$ cat src/rtl/pc_branch_unit.sv
// Program counter with PC-relative branch target generation and registered ALU flags.
// pc_valid rises on the first edge after reset; PC advancement starts one edge later.
module pc_branch_unit #(
    parameter logic [63:0] RESET_PC = 64'h0,
    parameter int          PC_W     = 64
) (
    input  logic            clk,
    input  logic            reset,
    input  logic [31:0]     instruction,
    input  logic            BrTaken,
    input  logic            UncondBr,
    input  logic            writeEnable,
    input  logic            zero,
    input  logic            negative,
    input  logic            overflow,
    input  logic            carry_out,
    input  logic            stall,
    output logic [PC_W-1:0] pc,
    output logic [PC_W-1:0] pc_plus4,
    output logic            flag_z,
    output logic            flag_n,
    output logic            flag_v,
    output logic            flag_c,
    output logic            blt_taken,
    output logic            pc_valid
);

    logic [PC_W-1:0] pc_q, pc_d;
    logic [3:0]      flags_q, flags_d;
    logic            pc_valid_q, pc_valid_d;

    logic [PC_W-1:0] cond_off;
    logic [PC_W-1:0] uncond_off;
    logic [PC_W-1:0] sel_off;
    logic [PC_W-1:0] br_target;
    logic            unused_opcode;

    // Opcode bits are decoded elsewhere; only the offset fields matter here.
    assign unused_opcode = ^instruction[31:26];

    assign cond_off   = {{(PC_W-19){instruction[23]}}, instruction[23:5]};
    assign uncond_off = {{(PC_W-26){instruction[25]}}, instruction[25:0]};

    always_comb begin
        pc_plus4   = pc_q + PC_W'(4);
        sel_off    = cond_off;
        br_target  = pc_plus4;
        pc_d       = pc_q;
        flags_d    = flags_q;
        pc_valid_d = 1'b1;

        // UncondBr is only consulted under BrTaken so an unknown select cannot reach pc.
        if (BrTaken) begin
            sel_off   = UncondBr ? uncond_off : cond_off;
            br_target = pc_q + {sel_off[PC_W-3:0], 2'b00};
        end

        if (!stall && pc_valid_q) begin
            pc_d = BrTaken ? br_target : pc_plus4;
            if (writeEnable) begin
                flags_d = {zero, negative, overflow, carry_out};
            end
        end
    end

    always_ff @(posedge clk or posedge reset) begin
        if (reset) begin
            pc_q       <= RESET_PC[PC_W-1:0];
            flags_q    <= 4'b0000;
            pc_valid_q <= 1'b0;
        end else begin
            pc_q       <= pc_d;
            flags_q    <= flags_d;
            pc_valid_q <= pc_valid_d;
        end
    end

    assign pc        = pc_q;
    assign pc_valid  = pc_valid_q;
    assign flag_z    = flags_q[3];
    assign flag_n    = flags_q[2];
    assign flag_v    = flags_q[1];
    assign flag_c    = flags_q[0];
    assign blt_taken = flags_q[2] ^ flags_q[1];

endmodule
$ cat config.mk
export PLATFORM = sky130hd
export DESIGN_NAME = pc_branch_unit
export DESIGN_NICKNAME = d
export VERILOG_FILES = /design/src/rtl/pc_branch_unit.sv
export SDC_FILE = /design/constraint.sdc
export NUM_CORES = 1
export LEC_CHECK = 0
export BUFFER_PORTS_ARGS = -buffer_cell sky130_fd_sc_hd__buf_2
export CAP_MARGIN = 10
export CORE_MARGIN = 3
export CORE_UTILIZATION = 35
export CTS_CLUSTER_SIZE = 14
export DETAILED_ROUTE_END_ITERATION = 10
export GPL_ROUTABILITY_DRIVEN = 0
export GPL_TIMING_DRIVEN = 0
export HOLD_SLACK_MARGIN = 0.08
export SLEW_MARGIN = 20
export SYNTH_ARGS = -nofsm -noshare
export SYNTH_HDL_FRONTEND = slang
export SYNTH_SLANG_ARGS = --single-unit
$ cat constraint.sdc
create_clock -name clk -period 5.5 [get_ports clk]
set_clock_uncertainty 0.2 [all_clocks]
set_input_delay 0.55 -clock clk [delete_from_list [all_inputs] [get_ports clk]]
set_output_delay 0.55 -clock clk [all_outputs]
set_load 0.02 [all_outputs]
Yosys cells after proc, flatten, opt, wreduce, memory -nomap -nowiden. Index checks and enable logic that the tools add are counted.

$add $sub $neg: 2. Muxes and demuxes: 2. Bitwise gates (word level): 1. Reductions and logical operators: 3.

Operator list (count): $add A64 B3 Y64 const B (1); $add A64 B64 Y64 (1); $mux W64 (1); $mux W62 (1); $reduce_and A2 Y1 (1); $logic_and A1 B1 Y1 (1); $logic_not A1 Y1 (1); $xor A1 B1 Y1 (1).

Register bits: 69. Input bits: 42. Output and inout port bits: 134. Logic and storage cells: 11.

Depth between registers and ports, before layout. Gate-level depths: netlist of run 1.

Depth after elaboration: 3. Depth in mapped cells: 17. Depth with buffers taken out: 14.

Least setup slack after synthesis of run 1. OpenSTA, ideal clock, no wires.

Path type: input -> register. Start point: input UncondBr. End point: register pc_q[62] (netlist: pc[62]). Library setup time: 0.132 ns. Data arrival time: 4.398 ns. Required time: 5.168 ns. Slack: 0.770 ns. Stages: 17. Buffers on the path: 3. Cells stage by stage: clkbuf_1 nand2b_1 clkbuf_1 nand2_1 ha_1 buf_2 a21oi_2 o22ai_1 o21ai_0 o311ai_2 o21ai_2 o31ai_4 a41oi_2 o211ai_2 a31oi_1 nor4_1 or3b_1.

Cells in the longest elaborated chain, start to end: 3.

Ends and longest elaborated chain: from (decl) (line 11) `input logic UncondBr,`; $mux W62 (line 54) `sel_off = UncondBr ? uncond_off : cond_off;`; $add A64 B64 Y64 (line 55) `br_target = pc_q + {sel_off[PC_W-3:0], 2'b00};`; $mux W64 (line 59) `pc_d = BrTaken ? br_target : pc_plus4;`; to (signal assigned) (line 68) `pc_q <= RESET_PC[PC_W-1:0];`; to (signal assigned) (line 72) `pc_q <= pc_d;`; to (decl) (line 28) `logic [PC_W-1:0] pc_q, pc_d;`.

No other way between the ends. A chain may end at the register's enable or synchronous reset.

Worst setup path in the final report of run 1. Same ends and word-level chain as after synthesis.

==> metrics.md, run 1 <==
| Metric | Value |
|---|---|
| Result of the run | completed |
| Vias/cell | 5.76 |
| Via count | 9546 |
| Area contributors post-synth | dfrtp_1 (20%), ha_1 (9.1%), a21oi_1 (6.6%), xnor2_1 (6.3%), o21ai_0 (6.1%) |
| DR WL/cell | 20.5 microns |
| Peak supply drop | 247 uV |
| GRT Total Usage | 25.1% |
| Synth warn | 0 |
| Initial antenna violation count | 0 |
| Sequential share of the synthesized area | 19.6% |
| Worst-skew pair later-pin latency | 0.36 ns |
| CP max FO | 39 |
| Min Tclk post-route | 5.23 ns |
| HP Start | zero |
| Port-buffer cells | 163 |
| Synth cell types | 87 |
| Ys async rst share | 100% |
| Top-area cell type share of the netlist area | 19.6% |
| TritonCTS Sinks | 67 |
| RSZ-0062 raised after global routing | false |
| Share of layout cells above drive strength 1 | 19.4% |
| Critical path's most frequent cell | clkbuf_1 |
| Slowest cell on crit path | ha_1 |
| Antenna-violating nets left | 0 |
| Finished Core Util | 42.6% |
| Fmax achieved | 191 MHz |
| Pwr/cell area | 585 mW/mm^2 |
| Cell count after synthesis | 1155 |
| WP data arrival | 5.26 ns |
| Fin. max-slew vios | 0 |
| #FFs+latches synth | 67 |
| Hpwl dp | 25800 microns |
| Clock Tree Root | clkbuf_16 |
| Relative slew margins | 25.3% |
| Worst min path class | in -> reg |
| Initial DRC count | 906 |
| PnR worst setup slack | 0.274 ns |
| Fin. Hold Viols | 0 |
| Post-synth top area cell | dfrtp_1 |
| Leakage power | 4.54 nW |
| Vias in the first global route | 8949 |
| Chip width | 162 microns |
| Startpoint class of the critical path | input pin |
| Reg-to-reg startpoint | pc[2]$_DFFE_PP0P_ |
| Clock Tree Buf Depth | 2 |
| Drt pass-1 iters | 5 |
| Nets | 1439 |
| CP peak stage delay | 0.50 ns |
| Area Overhead vs Synth | 18.6% |
| First-pass GRT wire length | 51700 microns |
| CP Cell Sequence | clkbuf_1 -> nand2b_1 -> clkbuf_1 -> nand2_4 -> ha_1 -> a21oi_1 -> o22ai_1 -> o21ai_0 -> o311ai_2 -> o21ai_2 -> o31ai_4 -> a41oi_2 -> o211ai_2 -> a31oi_1 -> nor4_1 -> or3b_1 |
| Number of cells on the worst reg-to-reg path | 13 |
| Top post-synthesis cells by count | nand2_1 (133), a21oi_1 (112), o21ai_0 (104) |
| Crit. Startpoint | UncondBr |
| Sink of the worst hold path | flags_q[3]$_DFFE_PP0P_ |
| Drt total wl | 33900 microns |
| CP endpoint kind | flip-flop |
| Most frequent cell after synthesis | nand2_1 |
| CTS buffer count | 9 |
| Crit path kind | in -> reg |
| Antenna cells | 0 |
| Number of synthesized flops with an enable pin | 0 |
| Crit path buf inv count | 2 |
| Die ar. | 0.0263 sq mm |
| CTS tree | built |
| Rows | 56 |
| CP Data Required Time | 5.54 ns |
| Cell Area, Synth | 0.00854 sq mm |
| Largest net degree at the start of global routing | 44 |
| GRT overflow | 0 |
| Crit share post-route | 95.0% |
| R2R setup slack | 1.33 ns |
| Worst R2R End | pc[62]$_DFFE_PP0P_ |
| Setup TNS | 0 ns |
| Top FF cell, synth | dfrtp_1 |
| Dpl ws | -0.182 ns |
| Hold path depth | 2 |
| Worst-path clk slew | 0.07 ns |
| H-tree depth | 3 |
| Top delay family on crit path | compound AO/OA/AOI/OAI gates |
| Worst-margin pin slew | 1.12 ns |
| # IOs | 176 |
| Core ar. | 0.0238 sq mm |
| Die height | 162 microns |
| Starting density of the core | 35.9% |
| Avg Cell Area, Syn | 7.39 sq um |
| DRC viols | 0 |
| Max cap viols | 0 |
| Final setup fails | 0 |
layout by cell type, fill, tap and decap left out, types with 6 or more instances in the layout:
| cell | netlist | final |
|---|---|---|
| nor2_1 | 101 | 101 |
| nand2b_1 | 7 | 7 |
| ha_1 | 62 | 62 |
| clkbuf_1 | 43 | 44 |
| buf_2 | 9 | 172 |
| nor4_1 | 10 | 10 |
| a211oi_1 | 8 | 8 |
| o21a_1 | 10 | 10 |
| and3_1 | 25 | 25 |
| o21bai_1 | 9 | 9 |
| a21o_1 | 29 | 29 |
| xnor2_1 | 61 | 61 |
| buf_4 | 7 | 7 |
| o21ai_0 | 104 | 104 |
| o21ai_1 | 11 | 11 |
| buf_1 | 9 | 9 |
| a31oi_1 | 6 | 6 |
| nand2_1 | 133 | 132 |
| nand4_1 | 23 | 23 |
| clkbuf_16 | 0 | 9 |
| mux2_2 | 23 | 23 |
| xor2_1 | 45 | 45 |
| a22oi_1 | 14 | 14 |
| mux2i_1 | 6 | 6 |
| dfrtp_1 | 67 | 67 |
| nand3_1 | 51 | 51 |
| inv_1 | 25 | 24 |
| nor2b_1 | 9 | 9 |
| a21oi_1 | 112 | 112 |
| nor3_1 | 22 | 22 |
registers in the layout, summed over array words and instances, names as in the netlist:
register,count
pc,62
flags_q,4
pc_valid,1
stage by stage:
step / instance area, sq um / std cells / hold slack [ns] / total power [mW]
2_1_floorplan: 8550 / 1158 / 0.435 / 4.02
3_3_place_gp: 9760 / 1640 / 0.286 / 5.17
3_5_place_dp: 9800 / 1641 / 0.298 / 5.20
4_1_cts: 10100 / 1658 / 0.220 / 5.89
5_1_grt: 10100 / 1658 / 0.226 / 6.37
6_report: 10100 / 1658 / 0.224 / 5.93
power breakdown:
part	switching, mW	internal (mW)	total, mW
Combinational	2.57	1.54	4.11
Clock	0.259	0.398	0.657
Sequential	0.464	0.701	1.16
Total	3.29	2.64	5.93
cell families after synthesis:
kind of cell,Yosys count,share of synthesized area (%)
and+or+nand+nor,421,23.9
AOI/OAI and AO/OA,372,27.7
xor gates and xnor gates,106,10.9
buffers and inverters,94,4.66
DFF,67,19.6
adders and majority gates,63,9.32
muxes,30,3.87
other,2,0.0880
worst max path at each step:
stage	slack, ns	depth (start not counted)	endpoint
final	0.27	16	pc[62]$_DFFE_PP0P_
after global routing	0.08	16	pc[62]$_DFFE_PP0P_
after CTS	0.15	16	pc[62]$_DFFE_PP0P_
after detailed placement	-0.18	16	pc[62]$_DFFE_PP0P_
after global placement	-0.72	16	pc[62]$_DFFE_PP0P_
after floorplan	0.77	17	pc[62]$_DFFE_PP0P_
metal layers:
layer,wire length (microns),vias to the layer above,global-route usage [%]
li1,-,4567,-
met1,15200,4553,35.2
met2,15400,366,39.8
met3,2310,60,3.85
met4,988,0,7.72
met5,0,-,0
timing repair:
item	in CTS	in global routing
buffers inserted	0	0
setup endpoints to repair	0	3
hold endpoints to repair	24	0
gates resized for setup	0	1
hold buffers	1	0
final cells by class:
type                       count  area, sq um
clock buffer                  10          229
multi-input combinational    997         6480
tap                          319          399
timing repair buffer         165          853
buffer                        69          304
fill                        2499        13600
inverter                      25         96.3
clock inverter                 6         88.8
sequential                    67         1680
Note: power is estimated with default switching activity, not from simulation.
==> inputs of run 2 (changes only) <==
CORE_UTILIZATION = 30   (was 35)
==> run 2 against run 1 <==
Clock power decreased by 11%; core utilization decreased by 6.2 points; sequential power hardly changed; total power decreased by 1.4%; critical path depth decreased by 1; wire length rose by 1.9%; combinational power about the same; final cell count up 3.6%; register-to-register slack worse by 0.03 ns; first-iteration DRC count is 4.9% lower; die area increased by 16%; critical endpoint is now pc[57]$_DFFE_PP0P_; critical path type unchanged; maximum frequency increased by 3.5%.
==> metrics.md, run 2 (synthesis gave the netlist of run 1 again) <==
| Metric | Value |
|---|---|
| Drt pass-1 iters | 5 (unchanged) |
| PnR worst setup slack | 0.453 ns (was 0.274 ns) |
| Peak supply drop | 236 uV (was 247 uV) |
| Crit path kind | in -> reg (unchanged) |
| Post-CTS setup buffers | 0 (unchanged) |
| Largest net degree at the start of global routing | 50 (was 44) |
| Fin. max-slew vios | 0 (unchanged) |
| Initial DRC count | 862 (was 906) |
| Die ar. | 0.0305 sq mm (was 0.0263 sq mm) |
| GRT overflow | 0 (unchanged) |
| Antenna-violating nets left | 0 (unchanged) |
| Net Sw Frac | 55.8% (was 55.5%) |
| Startpoint class of the critical path | input pin (unchanged) |
| Core ar. | 0.0279 sq mm (was 0.0238 sq mm) |
| Fillers | 3060 (was 2499) |
| Final Instance Area | 0.0102 sq mm (was 0.0101 sq mm) |
| Clock Tree Root | clkbuf_16 (unchanged) |
| WP data arrival | 5.12 ns (was 5.26 ns) |
| GRT Total Usage | 22.0% (was 25.1%) |
| Commonest cells after routing, fill and taps aside | buf_2 (172), nand2_1 (132), a21oi_1 (112), o21ai_0 (104), nor2_1 (101) (unchanged) |
| Relative slew margins | 28.5% (was 25.3%) |
| Min Tclk post-route | 5.05 ns (was 5.23 ns) |
| Rows | 61 (was 56) |
| CP max FO | 10 (was 39) |
| Initial antenna violation count | 0 (unchanged) |
| First-pass GRT wire length | 52700 microns (was 51700 microns) |
| DRC viols | 0 (unchanged) |
| Die height | 175 microns (was 162 microns) |
| Vias/cell | 5.56 (was 5.76) |
| Final setup fails | 0 (unchanged) |
| Result of the run | completed (unchanged) |
| Via count | 9545 (was 9546) |
| Vias in the first global route | 9045 (was 8949) |
| Pwr/cell area | 574 mW/mm^2 (was 585 mW/mm^2) |
| TritonCTS Sinks | 67 (unchanged) |
| Commonest non-fill, non-tap cell in the layout | buf_2 (unchanged) |
| Share of layout cells above drive strength 1 | 19.4% (unchanged) |
| Logic pwr share | 70.4% (was 69.3%) |
| CTS buffer count | 9 (unchanged) |
| Hold_ws | 0.239 ns (was 0.224 ns) |
| Crit share post-route | 91.8% (was 95.0%) |
| # IOs | 176 (unchanged) |
| P_int | 2.58 mW (was 2.64 mW) |
| H-tree depth | 3 (unchanged) |
| Worst-margin pin slew | 1.07 ns (was 1.12 ns) |
| Clock Tree Buf Depth | 2 (unchanged) |
| Starting density of the core | 30.6% (was 35.9%) |
| DR WL/cell | 20.1 microns (was 20.5 microns) |
| Hpwl dp | 26300 microns (was 25800 microns) |
| RSZ-0062 raised after global routing | false (unchanged) |
| Area Overhead vs Synth | 19.3% (was 18.6%) |
| Worst min path class | in -> reg (unchanged) |
| Leakage power | 4.54 nW (about the same) |
| Fmax achieved | 198 MHz (was 191 MHz) |
| Psw | 3.26 mW (was 3.29 mW) |
| CTS tree | built (unchanged) |
| Worst-skew pair later-pin latency | 0.35 ns (was 0.36 ns) |
| Fin. Hold Viols | 0 (unchanged) |
| Max cap viols | 0 (unchanged) |
| Chip width | 175 microns (was 162 microns) |
| Clock Power Share | 10.0% (was 11.1%) |
| Nets | 1440 (was 1439) |
| Drt total wl | 34600 microns (was 33900 microns) |
| CP Data Required Time | 5.58 ns (was 5.54 ns) |
| Worst-path clk slew | 0.06 ns (was 0.07 ns) |
| CP endpoint kind | flip-flop (unchanged) |
| Setup TNS | 0 ns (unchanged) |
| Dpl ws | 0.0802 ns (was -0.182 ns) |
| Max reg flops | 62 (unchanged) |
| Antenna cells | 0 (unchanged) |
| DP Area | 0.00990 sq mm (was 0.00980 sq mm) |
| Seq pwr share | 19.6% (about the same) |
| Port-buffer cells | 163 (unchanged) |
==> run 2: cell count changes in the layout (fill, tap and decap cells not counted) <==
cell / before / now
nand2_4: 1 / 0
bufinv_16: 2 / 0
clkinv_2: 1 / 2
inv_6: 1 / 0
buf_16: 1 / 2
clkbuf_8: 0 / 3
nand2_2: 3 / 4
clkinvlp_4: 2 / 0
==> run 2: power groups by stage <==
stage / registers, mW / clock network, mW / logic (mW)
finish: 1.15 / 0.583 / 4.12
global route: 1.19 / 0.612 / 4.50
CTS: 1.15 / 0.592 / 4.08
detailed placement: 1.15 / 0 / 4.06
global placement: 1.15 / 0 / 4.02
floorplan: 1.29 / 0 / 2.73
==> run 2: layout make-up <==
type	instances	area, sq um	area share [%]
timing repair buffer	166	881	8.65
buffer	69	304	2.98
multi-input combinational	997	6480	63.6
clock buffer	13	270	2.65
tap	378	473	4.64
inverter	25	96.3	0.946
sequential	67	1680	16.5
clock inverter	2	10.0	0.0983
==> run 2: path summary, 6_finish.rpt <==
kind,slack (ns),start,end,cells after the start
setup / recovery,0.45,UncondBr,pc[57]$_DFFE_PP0P_,15
hold / removal,0.24,overflow,flags_q[1]$_DFFE_PP0P_,2
setup reg to reg,1.30,pc[2]$_DFFE_PP0P_,pc[62]$_DFFE_PP0P_,13
hold reg to reg,0.30,flags_q[3]$_DFFE_PP0P_,flags_q[3]$_DFFE_PP0P_,1
max in group asynchronous,4.01,reset,pc[27]$_DFFE_PP0P_,4
min in group asynchronous,0.51,reset,pc[15]$_DFFE_PP0P_,3
==> run 2: worst max-delay path: stages <==
cell	delay, ns
clkbuf_1	0.50
buf_1	0.53
mux2_2	0.42
ha_1	0.38
a21o_1	0.26
a311oi_1	0.26
nor2_1	0.07
nor4_2	0.42
o31ai_2	0.22
a21oi_2	0.30
o211ai_1	0.21
a21o_1	0.26
a41oi_1	0.27
mux2_1	0.36
o21ai_1	0.11
==> run 2: repair_timing <==
action,4_1_cts,5_1_grt
hold buffers,1,0
endpoints found under the hold margin,18,0
gates resized for setup,0,0
==> run 2: routing by layer <==
layer	track usage, %	vias to the layer above	part of all wire [%]
met5	0	-	0
met4	5.59	0	1.8
met3	3.59	44	7.8
met2	36.5	394	46
met1	29.9	4546	44
li1	-	4561	-
==> run 2: metrics by stage <==
stage / cells / power [mW] / util [%]
after floorplan: 1158 / 4.02 / -
after global placement: 1699 / 5.17 / 35.2
after detailed placement: 1701 / 5.21 / 35.4
after CTS: 1717 / 5.82 / 36.5
after global routing: 1717 / 6.31 / 36.5
final: 1717 / 5.85 / 36.5
==> inputs of run 3 (changes only) <==
CELL_PAD_IN_SITES_DETAIL_PLACEMENT = 0   (was unset)
CELL_PAD_IN_SITES_GLOBAL_PLACEMENT = 1   (was unset)
PLACE_DENSITY_LB_ADDON = 0.1   (was unset)
==> run 3 against run 2 <==
Worst setup slack worse by 0.048 ns; clock-buffer cell count down 3; clock power up 16%; via count down 2.1%; hold slack worse by 0.012 ns; cell area up 0.48%; maximum frequency down 0.93%; largest cell class unchanged.
==> metrics.md, run 3 (synthesis gave the netlist of run 1 again) <==
| Metric | Value |
|---|---|
| Result of the run | completed (unchanged) |
| Peak supply drop | 255 uV (was 236 uV) |
| CP max FO | 21 (was 10) |
| Nets | 1440 (unchanged) |
| CP peak stage delay | 0.47 ns (was 0.53 ns) |
| Vias in the first global route | 9034 (was 9045) |
| Share of layout cells above drive strength 1 | 19.6% (was 19.4%) |
| Via count | 9341 (was 9545) |
| # IOs | 176 (unchanged) |
| Hold path depth | 2 (unchanged) |
| Drt total wl | 38200 microns (was 34600 microns) |
| Worst-margin pin slew | 1.10 ns (was 1.07 ns) |
| CP Cell Sequence | clkbuf_2 -> nand2b_1 -> clkbuf_1 -> nand2_2 -> ha_1 -> buf_2 -> a21oi_2 -> o22ai_1 -> o21ai_0 -> o311ai_2 -> o21ai_2 -> o31ai_4 -> a41oi_2 -> o211ai_2 -> a31oi_1 -> nor4_1 -> or3b_1 (was clkbuf_1 -> buf_1 -> mux2_2 -> ha_1 -> a21o_1 -> a311oi_1 -> nor2_1 -> nor4_2 -> o31ai_2 -> a21oi_2 -> o211ai_1 -> a21o_1 -> a41oi_1 -> mux2_1 -> o21ai_1) |
| Die ar. | 0.0305 sq mm (unchanged) |
| CTS tree | built (unchanged) |
| Min Tclk post-route | 5.09 ns (was 5.05 ns) |
| Reg-to-reg startpoint | pc[2]$_DFFE_PP0P_ (unchanged) |
| Commonest non-fill, non-tap cell in the layout | buf_2 (unchanged) |
| HP Start | carry_out (was overflow) |
| R2R setup slack | 1.29 ns (was 1.30 ns) |
| Pwr/cell area | 587 mW/mm^2 (was 574 mW/mm^2) |
| RSZ-0062 raised after global routing | false (unchanged) |
| DR WL/cell | 22.2 microns (was 20.1 microns) |
| Worst-path clk slew | 0.07 ns (was 0.06 ns) |
| Final setup fails | 0 (unchanged) |
| Hold_ws | 0.226 ns (was 0.239 ns) |
| Number of cells on the worst reg-to-reg path | 13 (unchanged) |
| Initial antenna violation count | 0 (unchanged) |
| Max reg flops | 62 (unchanged) |
| Hpwl dp | 29200 microns (was 26300 microns) |
| CTS buffer count | 9 (unchanged) |
| Die height | 175 microns (unchanged) |
| Dpl ws | -0.197 ns (was 0.0802 ns) |
| Antenna-violating nets left | 0 (unchanged) |
| Antenna cells | 0 (unchanged) |
| Placed insts | 1701 (unchanged) |
| Rows | 61 (unchanged) |
| TritonCTS Sinks | 67 (unchanged) |
| Area Overhead vs Synth | 19.9% (was 19.3%) |
| Fin. Hold Viols | 0 (unchanged) |
| Fin. max-slew vios | 0 (unchanged) |
| Crit share post-route | 92.6% (was 91.8%) |
| Leakage power | 4.56 nW (was 4.54 nW) |
| First-pass GRT wire length | 57500 microns (was 52700 microns) |
| Core ar. | 0.0279 sq mm (unchanged) |
| Slowest cell on crit path | o21ai_0 (was buf_1) |
| H-tree depth | 3 (unchanged) |
| Chip width | 175 microns (unchanged) |
| Worst-skew pair later-pin latency | 0.35 ns (about the same) |
| Clock Tree Root | clkbuf_16 (unchanged) |
| Initial DRC count | 665 (was 862) |
| Worst min path class | in -> reg (unchanged) |
| Max cap viols | 0 (unchanged) |
| Startpoint class of the critical path | input pin (unchanged) |
| GRT overflow | 0 (unchanged) |
| Relative slew margins | 26.5% (was 28.5%) |
| CP Data Required Time | 5.52 ns (was 5.58 ns) |
| Drt pass-1 iters | 5 (unchanged) |
| Post-CTS setup buffers | 0 (unchanged) |
| Final Instance Area | 0.0102 sq mm (about the same) |
| WP data arrival | 5.12 ns (about the same) |
| Fmax achieved | 196 MHz (was 198 MHz) |
| Vias/cell | 5.44 (was 5.56) |
| Total power | 6.01 mW (was 5.85 mW) |
| Starting density of the core | 30.6% (unchanged) |
| Clock Tree Buf Depth | 2 (unchanged) |
| Sink of the worst hold path | flags_q[0]$_DFFE_PP0P_ (was flags_q[1]$_DFFE_PP0P_) |
| Largest net degree at the start of global routing | 48 (was 50) |
| Count of non-filler cells in the finished layout | 1718 (was 1717) |
| CP endpoint kind | flip-flop (unchanged) |
| Worst R2R End | pc[62]$_DFFE_PP0P_ (unchanged) |
| Commonest cells after routing, fill and taps aside | buf_2 (172), nand2_1 (132), a21oi_1 (112), o21ai_0 (104), nor2_1 (101) (unchanged) |
| Crit path kind | in -> reg (unchanged) |
| DRC viols | 0 (unchanged) |
| DP Area | 0.00990 sq mm (unchanged) |
| PnR worst setup slack | 0.405 ns (was 0.453 ns) |
| GRT Total Usage | 24.5% (was 22.0%) |
| Port-buffer cells | 163 (unchanged) |
==> run 3: cell types whose count changed in the layout (fill, tap and decap cells not counted), sizes merged <==
| cell | delta |
|---|---|
| clkbuf | -3 |
| bufinv | +2 |
| clkinvlp | +2 |
==> run 3: how the worst max path moves through the flow <==
stage / startpoint / end / slack [ns]
CTS: UncondBr / pc[62]$_DFFE_PP0P_ / 0.16
global placement: UncondBr / pc[62]$_DFFE_PP0P_ / -1.17
global route: UncondBr / pc[62]$_DFFE_PP0P_ / 0.04
floorplan: UncondBr / pc[62]$_DFFE_PP0P_ / 0.77
finish: UncondBr / pc[62]$_DFFE_PP0P_ / 0.41
detailed placement: UncondBr / pc[62]$_DFFE_PP0P_ / -0.20
==> run 3: final cells by class <==
cell class / count / area [sq um]
plain buffers: 69 / 305
clock buffers: 10 / 239
multi-input cells: 997 / 6480
clock inverters: 6 / 88.8
fillers: 3090 / 17700
flip-flops and latches: 67 / 1680
well taps: 378 / 473
repair buffers: 166 / 881
inverters: 25 / 96.3
==> run 3: critical path: cells and delay by family <==
family / cells / cell delay, ns
adder cells (fa/ha/maj): 1 / 0.43
buffers and inverters: 3 / 0.84
AND/OR/NAND/NOR: 4 / 1.05
AO/OA/AOI/OAI: 9 / 2.24
==> run 3: layer usage <==
metal  vias to the layer above  share of wire [%]  track usage, %
li1                       4572                  -               -
met1                      4461                 50            36.0
met2                       275                 44            38.6
met3                        33                4.6            2.54
met4                         0                1.6            5.49
met5                         -                  0               0
==> run 3: where the power goes <==
group / internal (mW) / switching, mW
combinational: 1.55 / 2.62
sequential: 0.701 / 0.468
clock: 0.410 / 0.266
==> run 3: metrics by stage <==
step                TNS (ns)  util [%]
global route               0      36.6
floorplan                  0         -
finish                     0      36.6
detailed placement    -0.348      35.4
CTS                        0      36.6
global placement      -14.57      35.2
==> run 3: timing repair <==
action	CTS	global route
hold buffers	1	0
resized for setup	0	2
setup endpoints to repair	0	3
endpoints found under the hold margin	20	0
